### src/rtl/oddr_tx_sequencer_if.sv
// rtl/oddr_tx_sequencer_if.sv - word handshake bundle feeding the ODDR lane sequencer
//
// Purpose: carries one parallel word plus its end-of-frame marker from the
// packet logic (master) to the sequencer (slave).
// Signals:
//   data  WIDTH  word to serialize, held stable while valid & !ready
//   last  1      word closes the frame
//   valid 1      data/last are valid
//   ready 1      slave takes the word on an edge where valid & ready
interface oddr_tx_sequencer_if #(
  parameter int WIDTH = 8
) ();
  logic [WIDTH-1:0] data;
  logic             last;
  logic             valid;
  logic             ready;

  modport master (
    output data,
    output last,
    output valid,
    input  ready
  );

  modport slave (
    input  data,
    input  last,
    input  valid,
    output ready
  );
endinterface

### src/rtl/oddr_tx_sequencer.sv
// rtl/oddr_tx_sequencer.sv - gapless two-bit-per-cycle scheduler for one ODDRX1F lane
//
// Purpose: accepts words over the handshake interface and presents two bits
// per SCLK cycle on D0/D1, back-to-back words without a gap. Holds the ODDR
// primitive in reset for RST_HOLD cycles after reset release and pulses
// underrun_o when a frame runs dry before its last word.
// Ports:
//   sclk_i      clock shared with the ODDRX1F
//   rst_i       synchronous reset, active low
//   s_if        slave side of the word handshake (data/last/valid in, ready out)
//   d0_o, d1_o  registered bit pair for ODDRX1F.D0/D1
//   oddr_rst_o  registered, active-high reset for ODDRX1F.RST
//   busy_o      high while d0_o/d1_o carry data beats
//   underrun_o  one-cycle pulse on mid-frame starvation
module oddr_tx_sequencer #(
  parameter int WIDTH     = 8,
  parameter bit LSB_FIRST = 1'b1,
  parameter bit IDLE_D0   = 1'b0,
  parameter bit IDLE_D1   = 1'b0,
  parameter int RST_HOLD  = 2
) (
  input  logic                   sclk_i,
  input  logic                   rst_i,
  oddr_tx_sequencer_if.slave     s_if,
  output logic                   d0_o,
  output logic                   d1_o,
  output logic                   oddr_rst_o,
  output logic                   busy_o,
  output logic                   underrun_o
);

  localparam int N  = WIDTH / 2;
  localparam int CW = (N > 1) ? $clog2(N) : 1;
  localparam int HW = (RST_HOLD > 0) ? $clog2(RST_HOLD + 1) : 1;

  localparam logic [CW-1:0] LAST_BEAT = CW'(N - 1);
  localparam logic [HW-1:0] HOLD_INIT = HW'(RST_HOLD);

  typedef enum logic [1:0] {
    ST_HOLD  = 2'd0,
    ST_IDLE  = 2'd1,
    ST_SHIFT = 2'd2
  } state_t;

  state_t           state_q, state_d;
  logic [HW-1:0]    hold_q, hold_d;
  logic [WIDTH-1:0] sh_q, sh_d;
  logic [CW-1:0]    beat_q, beat_d;
  logic             last_q, last_d;
  logic             d0_q, d0_d;
  logic             d1_q, d1_d;
  logic             oddr_rst_q, oddr_rst_d;
  logic             underrun_q, underrun_d;
  logic             ready_c;
  logic             load_c;

  always_ff @(posedge sclk_i) begin
    if (!rst_i) begin
      state_q    <= ST_HOLD;
      hold_q     <= HOLD_INIT;
      sh_q       <= '0;
      beat_q     <= '0;
      last_q     <= 1'b0;
      d0_q       <= IDLE_D0;
      d1_q       <= IDLE_D1;
      oddr_rst_q <= 1'b1;
      underrun_q <= 1'b0;
    end else begin
      state_q    <= state_d;
      hold_q     <= hold_d;
      sh_q       <= sh_d;
      beat_q     <= beat_d;
      last_q     <= last_d;
      d0_q       <= d0_d;
      d1_q       <= d1_d;
      oddr_rst_q <= oddr_rst_d;
      underrun_q <= underrun_d;
    end
  end

  // The beat currently on d0_q/d1_q is beat_q; sh_q holds the bits still to
  // go, pre-aligned so the next pair always sits at the same end.
  always_comb begin
    state_d    = state_q;
    hold_d     = hold_q;
    sh_d       = sh_q;
    beat_d     = beat_q;
    last_d     = last_q;
    d0_d       = IDLE_D0;
    d1_d       = IDLE_D1;
    oddr_rst_d = 1'b0;
    underrun_d = 1'b0;
    ready_c    = 1'b0;
    load_c     = 1'b0;

    case (state_q)
      ST_HOLD: begin
        // A count of 0 or 1 both leave on this edge, which covers RST_HOLD=0.
        if (hold_q <= HW'(1)) begin
          state_d    = ST_IDLE;
          oddr_rst_d = 1'b0;
        end else begin
          hold_d     = hold_q - HW'(1);
          oddr_rst_d = 1'b1;
        end
      end

      ST_IDLE: begin
        ready_c = 1'b1;
        load_c  = s_if.valid;
      end

      ST_SHIFT: begin
        if (beat_q == LAST_BEAT) begin
          ready_c = 1'b1;
          if (s_if.valid) begin
            load_c = 1'b1;
          end else begin
            state_d    = ST_IDLE;
            underrun_d = ~last_q;
          end
        end else begin
          beat_d = beat_q + CW'(1);
          if (LSB_FIRST) begin
            d0_d = sh_q[0];
            d1_d = sh_q[1];
            sh_d = sh_q >> 2;
          end else begin
            d0_d = sh_q[WIDTH-1];
            d1_d = sh_q[WIDTH-2];
            sh_d = sh_q << 2;
          end
        end
      end

      default: begin
        state_d = ST_HOLD;
      end
    endcase

    // A new word drives beat 0 straight onto the output registers so the
    // first pair appears one edge after the handshake with no bubble.
    if (load_c) begin
      state_d = ST_SHIFT;
      beat_d  = '0;
      last_d  = s_if.last;
      if (LSB_FIRST) begin
        d0_d = s_if.data[0];
        d1_d = s_if.data[1];
        sh_d = s_if.data >> 2;
      end else begin
        d0_d = s_if.data[WIDTH-1];
        d1_d = s_if.data[WIDTH-2];
        sh_d = s_if.data << 2;
      end
    end
  end

  assign s_if.ready = ready_c;
  assign d0_o       = d0_q;
  assign d1_o       = d1_q;
  assign oddr_rst_o = oddr_rst_q;
  assign busy_o     = (state_q == ST_SHIFT);
  assign underrun_o = underrun_q;

endmodule
### src/flat_wrapper.sv
// flat-port wrapper written by rule: the top's interface ports become plain ports
module oddr_tx_sequencer_flat 
#(
  parameter int WIDTH     = 8,
  parameter bit LSB_FIRST = 1'b1,
  parameter bit IDLE_D0   = 1'b0,
  parameter bit IDLE_D1   = 1'b0,
  parameter int RST_HOLD  = 2
)
  (sclk_i, rst_i, d0_o, d1_o, oddr_rst_o, busy_o, underrun_o, s_if_data, s_if_last, s_if_valid, s_if_ready);
  oddr_tx_sequencer_if #(.WIDTH(WIDTH)) s_if_i ();
  input  logic sclk_i;
  input  logic rst_i;
  output logic d0_o;
  output logic d1_o;
  output logic oddr_rst_o;
  output logic busy_o;
  output logic underrun_o;
  input wire logic [$bits(s_if_i.data)-1:0] s_if_data;
  input wire logic [$bits(s_if_i.last)-1:0] s_if_last;
  input wire logic [$bits(s_if_i.valid)-1:0] s_if_valid;
  output wire logic [$bits(s_if_i.ready)-1:0] s_if_ready;
  assign s_if_i.data = s_if_data;
  assign s_if_i.last = s_if_last;
  assign s_if_i.valid = s_if_valid;
  assign s_if_ready = s_if_i.ready;
  oddr_tx_sequencer #(.WIDTH(WIDTH), .LSB_FIRST(LSB_FIRST), .IDLE_D0(IDLE_D0), .IDLE_D1(IDLE_D1), .RST_HOLD(RST_HOLD)) u_core (.sclk_i(sclk_i), .rst_i(rst_i), .s_if(s_if_i), .d0_o(d0_o), .d1_o(d1_o), .oddr_rst_o(oddr_rst_o), .busy_o(busy_o), .underrun_o(underrun_o));
endmodule
### config.mk
export PLATFORM = sky130hd
export DESIGN_NAME = oddr_tx_sequencer_flat
export DESIGN_NICKNAME = d
export VERILOG_FILES = /design/src/rtl/oddr_tx_sequencer_if.sv /design/src/rtl/oddr_tx_sequencer.sv /design/src/flat_wrapper.sv
export SDC_FILE = /design/constraint.sdc
export NUM_CORES = 1
export LEC_CHECK = 0
export ABC_CLOCK_PERIOD_IN_PS = 3600
export BUFFER_PORTS_ARGS = -buffer_cell sky130_fd_sc_hd__buf_2
export CAP_MARGIN = 20
export CORE_MARGIN = 4
export CORE_UTILIZATION = 54
export DETAILED_ROUTE_END_ITERATION = 7
export GPL_TIMING_DRIVEN = 0
export PLACE_DENSITY = 0.77
export SLEW_MARGIN = 40
export SYNTH_ARGS = -nofsm -noshare
export SYNTH_HDL_FRONTEND = slang
export SYNTH_SLANG_ARGS = --single-unit
### constraint.sdc
create_clock -name sclk_i -period 3.6 [get_ports sclk_i]
set_clock_uncertainty 0.15 [all_clocks]
set_input_delay 0.18 -clock sclk_i [delete_from_list [all_inputs] [get_ports sclk_i]]
set_output_delay 0.18 -clock sclk_i [all_outputs]
set_load 0.01 [all_outputs]
Word-level counts from Yosys, hierarchy flattened
Cells that the tools add are included.
Widths: inputs -> output; s select.
{ "classes": {"n_addsub": 2, "magnitude_cmp": 1, "eq_ne": 11, "mux": 21, "bitwise_logic": 6, "reduce_logical": 9} }
{ "ops": {"columns": ["cell", "n"], "rows": [
  ["$mux 6", 3],
  ["$mux 1", 11],
  ["$mux 2", 4],
  ["$ne 2x1->1 const B", 4],
  ["$reduce_and 4->1", 2],
  ["$ne 3x1->1 const B", 2],
  ["$not 1->1", 6],
  ["$pmux 2 s3", 1],
  ["$reduce_and 2->1", 3],
  ["$eq 2x2->1 const B", 2],
  ["$pmux 1 s2", 2],
  ["$reduce_or 4->1", 1],
  ["$ne 3x2->1 const B", 1],
  ["$add 2x1->2 const B", 1],
  ["$eq 2x1->1 const B", 1],
  ["$le 2x1->1 const B", 1],
  ["$logic_not 2->1", 1],
  ["$ne 2x2->1 const B", 1],
  ["$reduce_bool 2->1", 1],
  ["$reduce_or 2->1", 1],
  ["$sub 2x1->2 const B", 1]
]} }
{ "word_totals": {"reg_bits": 17, "inputBits": 12, "out_inout_bits": 6, "word_cells": 60} }

Logic depth before layout (Yosys ltp)
Gate-level depths: netlist of the first run.
{ "depth": {"word_depth": 5, "ltp_mapped": 8, "ltp_nobuf": 6} }

Worst setup path after synthesis of the first run
No wires, ideal clock.
{ "synth_timing": {"kind": "register to register", "from": "register u_core.state_q[0]", "to": "register u_core.sh_q[0]", "arrival_time_ns": 1.423, "t_required_ns": 3.362, "setup_slack_ns": 1.939, "path_stages_with_launch": 8, "n_path_buf": 2, "synth_period_minus_slack_ns": 1.661, "path_cell_list": "dfxtp_1 -> inv_1 -> ha_1 -> a21oi_2 -> or2_1 -> buf_2 -> buf_6 -> a311oi_2"} }
{ "synth_via": {"elab_chain_len": 4} }
{ "synth_rtl": {"columns": ["element", "line", "text"], "rows": [
  ["start: declaration", "oddr_tx_sequencer.sv:45", "state_t state_q, state_d;"],
  ["start signal: assignment", "oddr_tx_sequencer.sv:69", "state_q <= state_d;"],
  ["$eq 2x2->1 (*)", null, null],
  ["net busy_o", "flat_wrapper.sv:17", "output logic busy_o;"],
  ["$pmux 1 s2", "oddr_tx_sequencer.sv:96", "case (state_q)"],
  ["$ne 2x1->1 (no line) / $reduce_bool 2->1 (equally long branches)", null, null],
  ["$reduce_and 2->1 (no line)", null, null],
  ["end signal: assignment", "oddr_tx_sequencer.sv:61", "sh_q <= '0;"],
  ["end signal: assignment", "oddr_tx_sequencer.sv:71", "sh_q <= sh_d;"],
  ["end: declaration", "oddr_tx_sequencer.sv:47", "logic [WIDTH-1:0] sh_q, sh_d;"]
]} }
The timed path passes the listed nets; every way through them passes the cells marked *.
A chain may end at the register's enable or synchronous reset.

Worst setup path after layout of the first run
{ "layout_timing": {"from": "register u_core.state_q[0]", "to": "register u_core.state_q[0]"} }
{ "layout_via": {"elab_chain_len": 3} }
{ "layout_rtl": {"columns": ["element", "line"], "rows": [
  ["$eq 2x2->1, or another cell as far along", "oddr_tx_sequencer.sv:96"],
  ["$ne 2x1->1 (no line), or another cell as far along", null],
  ["$reduce_and 4->1 (no line) / $reduce_or 2->1 (equally long branches)", null]
]} }
Parallel ways exist; a longest one is shown, timed or not.

==> results of run 1 <==
-- sequential cells by signal (all words and copies together), names as in the netlist --
| register | count |
|---|---|
| u_core.oddr_rst_o | 1 |
| u_core.beat_q | 2 |
| u_core.d0_o | 1 |
| u_core.d1_o | 1 |
| u_core.state_q | 2 |
| u_core.sh_q | 6 |
| u_core.last_q | 1 |
| u_core.hold_q | 2 |
| u_core.underrun_o | 1 |
-- path summary, 6_finish.rpt --
kind / end / slack [ps] / cells after the start
worst max-delay path: u_core.state_q[0] / 1780 / 8
worst min-delay path: u_core.sh_q[0] / 50 / 3
worst max register to register: u_core.state_q[0] / 1780 / 8
worst min register to register: u_core.underrun_o / 290 / 1
-- Yosys cell counts (all sizes together) --
cell type / instances
or2: 1
dfxtp: 17
nand2: 21
xnor2: 1
nand3b: 1
a311oi: 4
xor2: 1
nor4: 1
nand3: 4
inv: 4
nand2b: 2
nor3: 2
clkbuf: 1
o21ai: 1
a21oi: 8
nor2: 7
o21a: 1
buf: 2
nor2b: 2
ha: 5
a21boi: 2
-- worst reg2reg max path: cells and delay by family, from the launching register on --
family,cells,cell delay (ps)
and+or+nand+nor,3,370
AOI/OAI and AO/OA,1,180
DFF,1,360
adders and majority gates,1,280
buffers and inverters,3,390
-- cell families after synthesis --
kind of cell             share of synthesized area [%]
flip-flops                                        44.4
AND/OR/NAND/NOR                                   23.5
adder cells (fa/ha/maj)                           8.16
buffers and inverters                             4.57
XOR/XNOR                                          2.28
AO/OA/AOI/OAI                                     17.1
-- layer usage --
| metal | vias to the layer above | routed length [um] | part of all wire [%] | GRT usage (%) |
|---|---|---|---|---|
| met1 | 305 | 728 | 46 | 24.2 |
| met2 | 15 | 758 | 48 | 29.0 |
| met3 | 2 | 79 | 5.0 | 3.95 |
| met5 | - | 0 | 0 | 0 |
| met4 | 0 | 27 | 1.7 | 8.77 |
| li1 | 356 | - | - | - |
-- layout make-up --
cell class | instances | area, um^2
plain buffers | 3 | 20.0
inverters | 4 | 15.0
multi-input cells | 64 | 392
repair buffers | 24 | 155
well taps | 15 | 18.8
fillers | 110 | 350
flip-flops and latches | 17 | 340
clock buffers | 4 | 26.3
-- layout by cell type (no fill, tap or decap), drive strengths merged, types with 2 or more instances in the layout --
| master | instances |
|---|---|
| nor2 | 7 |
| nand3 | 4 |
| a21oi | 8 |
| nand2b | 2 |
| dfxtp | 17 |
| ha | 5 |
| nor3 | 2 |
| a311oi | 4 |
| a21boi | 2 |
| dlygate4sd3 | 7 |
| inv | 4 |
| nand2 | 21 |
| buf | 19 |
| nor2b | 2 |
| clkbuf | 5 |
-- report_power, final --
| part | internal [mW] | switching, mW |
|---|---|---|
| sequential | 0.216 | 0.0150 |
| clock | 0.0431 | 0.0579 |
| combinational | 0.0682 | 0.0896 |
-- metrics by stage --
| stage | setup slack, ps | utilization, % | power, mW | hold WS [ps] | area (um^2) |
|---|---|---|---|---|---|
| floorplan | 1940 | - | 0.346 | 91.9 | 767 |
| global placement | 1880 | 66.1 | 0.379 | 228 | 871 |
| detailed placement | 1770 | 66.1 | 0.388 | 236 | 871 |
| CTS | 1750 | 73.4 | 0.494 | 48.2 | 967 |
| global route | 1590 | 73.4 | 0.533 | 49.4 | 967 |
| finish | 1780 | 73.4 | 0.490 | 49.3 | 967 |
-- repair_timing --
action / CTS / global route
hold endpoints to repair: 8 / 0
resized for setup: 0 / 0
hold buffers: 7 / 0
==> impl_metrics.csv, run 1 <==
group,metric,value,unit
status,status,"finished, final reports clean",
synthesis,syn-num-nets,105,
clocking,cts_tree,"done",
clocking,cts_root_buf,"clkbuf_4",
timing,min_period_over_period,50.6,%
synthesis,yosysTopAreaCell,"dfxtp_1",
floorplanning,coreArea,1320,um^2
synthesis,yosysUniqueCellTypes,24,
global_routing,grt_overflow,0,
synthesis,syn_inst,88,
floorplanning,num_rows,13,
setup_path,crit_path_top_delay_cell,"dfxtp_1",
synthesis,yosysWarnings,0,
placement,gp_congestion,0.737,
global_routing,grt_max_degree,11,
synthesis,synth_seq_cells,17,
setup_path,path_max_fanout,10,
placement,io_buffer_count,17,
floorplanning,dieWidth,45.7,um
layout,syn_to_final_growth,26.1,%
layout,layout-drive-gt1-share,24.1,%
setup_path,critical_path_class,"flip-flop to flip-flop",
synthesis,syn-cell-area,767,um^2
clocking,cts_buffer_depth,2,
hold_path,holdCritStartpoint,"s_if_data[2]",
detailed_routing,post_drt_wl_per_cell,12.2,um
synthesis,seq_area_frac_synth,44.4,%
floorplanning,die_h,45.7,um
setup_path,critPathCaptureType,"flip-flop",
layout,instances_no_fill,131,
setup_path,critical_path_arrival,1880,ps
clocking,htree_levels,1,
power,vdd_drop_max,0.417,mV
clocking,clock_latency,290,ps
detailed_routing,drtIter0Drc,15,
hold_path,hold_path_class,"input pin to flip-flop",
timing,slew_headroom,68.8,%
setup_path,slowest_delay,360,ps
setup_path,cp-start-kind,"flip-flop",
floorplanning,ioPinCount,18,
detailed_routing,ant_nets,0,
detailed_routing,avgViaCountPerCell,5.18,
global_routing,first_global_vias,635,
detailed_routing,drt_wl_total,1590,um
layout,fin_nets,134,
setup_path,crit_path_cell_trace,"inv_1 -> ha_1 -> a21oi_2 -> or2_1 -> buf_2 -> buf_6 -> nand2_1 -> nor3_1",
timing,setup_viol_count_final,0,
placement,hpwl,1120,um
setup_path,rr_startpoint,"u_core.state_q[0]",
power,leakage,0.403,nW
synthesis,synth_top_area_share,44.4,%
global_routing,grt_pass1_wl,2750,um
detailed_routing,num_vias,678,
setup_path,crit_start,"u_core.state_q[0]",
clocking,cts.clk_slew.worst_paths,90,ps
clocking,cts.sinks,17,
global_routing,grtUsageTotal,18.6,%
synthesis,synth_area_leaders,"dfxtp_1, nand2_1, ha_1",
clocking,cts_buffers,3,
setup_path,cp.required,3660,ps
detailed_routing,drcViolationCount,0,
flow_run,drv_cap,0,
timing,post-route-min-period,1820,ps
layout,diodes,0,
power,p_per_area,507,nW/um^2
synthesis,syn_avg_cell_area,8.72,um^2
global_routing,antenna_found_initial,0,
timing,tightest_slew,466,ps
timing,final.setup.tns,0,ps
placement,placed_cells,120,
timing,rsz0062_at_grt,"no",
floorplanning,fp.dieArea,2090,um^2
timing,maxSlewViolCount,0,
timing,max_freq,549,MHz
clocking,cts_setup_buffers,0,
detailed_routing,dr.pass1.iters,4,
setup_path,worst-path-buf-inv,3,
floorplanning,start_util,58.2,%
timing,hold_viol,0,
setup_path,crit_family,"buffers and inverters",
No activity file was read; power rests on OpenSTA's default activity.
==> inputs of run 2 (changes only) <==
Settings changed: ABC_AREA set to 1, ABC_CLOCK_PERIOD_IN_PS 3600 to 1750, CORE_UTILIZATION 54 to 51, PLACE_DENSITY 0.77 to 0.73.
Clock period 3.6 ns to 1.75 ns, I/O delays scaled along.
==> run 2 against run 1 <==
Effect of this change: critical path depth unchanged; die area rose by 9.8%; total power increased by 120%; final area up 6.5%; non-clock buffer count shrank 2; worst hold slack got worse by 42 ps; highest routed layer unchanged; wire length grew 1.8%.
==> impl_metrics.csv, run 2 <==
group,metric,value,unit
setup_path,slowest_delay,340,ps
setup_path,reg2regPathDepth,8,
clocking,cts_buffers,3,
detailed_routing,drcViolationCount,0,
layout,final_cell_mix,"nand2_1, buf_2, dfxtp_1, inv_1, dlygate4sd3_1",
detailed_routing,ant_nets,0,
power,pwr-share-clk,19.0,%
setup_path,critical_path_arrival,1710,ps
power,total_switching_power,394,uW
timing,tightest_slew,446,ps
floorplanning,ioPinCount,18,
setup_path,cp-start-kind,"flip-flop",
global_routing,grt_max_degree,11,
floorplanning,num_rows,14,
layout,regMostFlops,"u_core.sh_q",
setup_path,endpoint,"u_core.sh_q[2]",
timing,post-route-min-period,1630,ps
synthesis,syn_avg_cell_area,7.72,um^2
layout,fin_nets,151,
synthesis,yosys.cell_count.top_type,"nand2_1",
power,switching_share,36.1,%
clocking,clock_latency,280,ps
setup_path,critical_path_class,"flip-flop to flip-flop",
detailed_routing,avgViaCountPerCell,4.95,
synthesis,ys.flop_type,"dfxtp_1",
timing,slew_headroom,70.1,%
global_routing,antenna_found_initial,0,
timing,hold_viol,0,
detailed_routing,num_vias,737,
setup_path,crit_path_top_delay_cell,"dfxtp_1",
placement,io_buffer_count,17,
floorplanning,dieWidth,47.9,um
synthesis,seq_area_frac_synth,42.0,%
power,pwr-share-seq,43.9,%
setup_path,path_max_fanout,10,
clocking,cts_buffer_depth,2,
detailed_routing,dr.pass1.iters,4,
flow_run,drv_cap,0,
power,p_comb_share,37.1,%
global_routing,grtUsageTotal,15.1,%
placement,gp_congestion,0.790,
layout,largest_reg_flops,6,
global_routing,first_global_vias,588,
setup_path,cp.required,1830,ps
synthesis,yosysUniqueCellTypes,20,
placement,preCtsSetupSlack,138,ps
synthesis,synth_area_leaders,"dfxtp_1, nand2_1, ha_1",
placement,hpwl,1160,um
setup_path,crit_start,"u_core.state_q[0]",
layout,diodes,0,
layout,layout-drive-gt1-share,21.8,%
detailed_routing,drtIter0Drc,30,
global_routing,grt_overflow,0,
synthesis,syn-num-nets,122,
synthesis,synth_seq_cells,17,
power,cellInternalPower,698,uW
timing,final.setup.tns,0,ps
timing,maxSlewViolCount,0,
timing,max_freq,613,MHz
synthesis,synth-edff-count,0,
synthesis,syn_inst,105,
clocking,cts_root_buf,"clkbuf_4",
floorplanning,die_h,47.9,um
layout,final_common_cell,"nand2_1",
detailed_routing,drt_wl_total,1620,um
power,leakage,0.501,nW
setup_path,crit_path_frequent_cell,"nand2_1",
setup_path,ff2ff_setup_slack,120,ps
clocking,cts.clk_slew.worst_paths,100,ps
status,status,"finished, final reports clean",
floorplanning,start_util,53.8,%
synthesis,synth_commonest_cells,"nand2_1, dfxtp_1, inv_1",
clocking,htree_levels,1,
power,vdd_drop_max,0.947,mV
synthesis,syn-cell-area,811,um^2
floorplanning,coreArea,1510,um^2
timing,rsz0062_at_grt,"no",
synthesis,synth_top_area_share,42.0,%
clocking,cts.sinks,17,
setup_path,critPathCaptureType,"flip-flop",
layout,syn_to_final_growth,27.0,%
global_routing,grt_pass1_wl,2470,um
power,p_per_area,1060,nW/um^2
clocking,cts_tree,"done",
synthesis,synthArstFlopShare,0,%
timing,fin_ws,119,ps
floorplanning,fp.dieArea,2290,um^2
synthesis,yosysTopAreaCell,"dfxtp_1",
setup_path,rr_startpoint,"u_core.state_q[0]",
setup_path,crit_path_cell_trace,"inv_1 -> ha_2 -> nand2_2 -> inv_1 -> nand2_1 -> nand2_1 -> nand2_1 -> a21oi_1",
hold_path,hold_path_class,"input pin to flip-flop",
synthesis,yosysWarnings,0,
setup_path,reg2reg_to,"u_core.sh_q[2]",
timing,min_period_over_period,93.2,%
detailed_routing,post_drt_wl_per_cell,10.9,um
timing,setup_viol_count_final,0,
power,p_total,1.09,mW
-- run 2: changes by cell type after synthesis, sizes merged, moves of 4 or more --
cell	previous run	this run
inv	4	14
nand2	21	35
a311oi	4	0
o21ai	1	6
nand4	0	4
-- run 2: how the worst min path moves through the flow --
stage                 startpoint  slack [ps]               end  depth (start not counted)
global route        s_if_data[3]          30    u_core.sh_q[1]                          5
finish              s_if_data[4]           7    u_core.sh_q[2]                          5
CTS                 s_if_data[4]          10    u_core.sh_q[2]                          5
global placement    s_if_data[6]         140    u_core.sh_q[4]                          3
floorplan                  rst_i           6  u_core.hold_q[1]                          1
detailed placement  s_if_data[1]         150       u_core.d1_o                          3
-- run 2: kinds of logic (layout without fill, tap and decap cells) --
| logic type | count (synthesis) | after routing | synth area share (%) |
|---|---|---|---|
| adder cells (fa/ha/maj) | 5 | 5 | 7.72 |
| AND/OR/NAND/NOR | 53 | 53 | 32.3 |
| AO/OA/AOI/OAI | 14 | 14 | 9.10 |
| buffers and inverters | 15 | 43 | 7.87 |
| XOR/XNOR | 1 | 1 | 1.08 |
| flip-flops | 17 | 17 | 42.0 |
-- run 2: through the flow --
stage | util, % | hold WS (ps) | instance area, um^2 | std cells
after floorplan | - | 6.42 | 811 | 105
after global placement | 60.8 | 137 | 916 | 138
after detailed placement | 60.8 | 150 | 916 | 138
after CTS | 67.2 | 9.55 | 1010 | 149
after global routing | 68.4 | 30.9 | 1030 | 149
final | 68.4 | 7.28 | 1030 | 149
-- run 2: final cells by class --
cell class | instances | area [um^2]
Buffer | 1 | 11.3
Clock buffer | 4 | 26.3
Sequential cell | 17 | 340
Inverter | 14 | 52.6
Multi-Input combinational cell | 73 | 424
Tap cell | 16 | 20.0
Timing Repair Buffer | 24 | 155
Fill cell | 129 | 477
-- run 2: repair_timing --
item | CTS | global route
setup buffers | 0 | 0
setup endpoints to repair | 0 | 3
hold endpoints to repair | 10 | 0
hold buffers | 7 | 0
gates resized for setup | 0 | 4
-- run 2: worst max-delay path, delay by kind of cell (launching register included) --
family	cells	cell delay, ps
adder cells (fa/ha/maj)	1	250
AO/OA/AOI/OAI	1	100
buffers and inverters	2	350
AND/OR/NAND/NOR	4	370
flip-flops	1	340
-- run 2: power groups by stage --
stage               Combinational, mW  Clock [mW]  Sequential (mW)
detailed placement              0.360           0            0.487
floorplan                       0.277           0            0.485
finish                          0.405       0.208            0.479
global placement                0.352           0            0.483
global route                    0.466       0.225            0.487
CTS                             0.373       0.209            0.478
-- run 2: layer usage --
layer | wire, um | share of wire, % | global-route usage (%)
met4 | 25 | 1.5 | 6.45
met1 | 759 | 47 | 20.6
met2 | 748 | 46 | 23.5
met3 | 90 | 5.5 | 2.26
met5 | 0 | 0 | 0
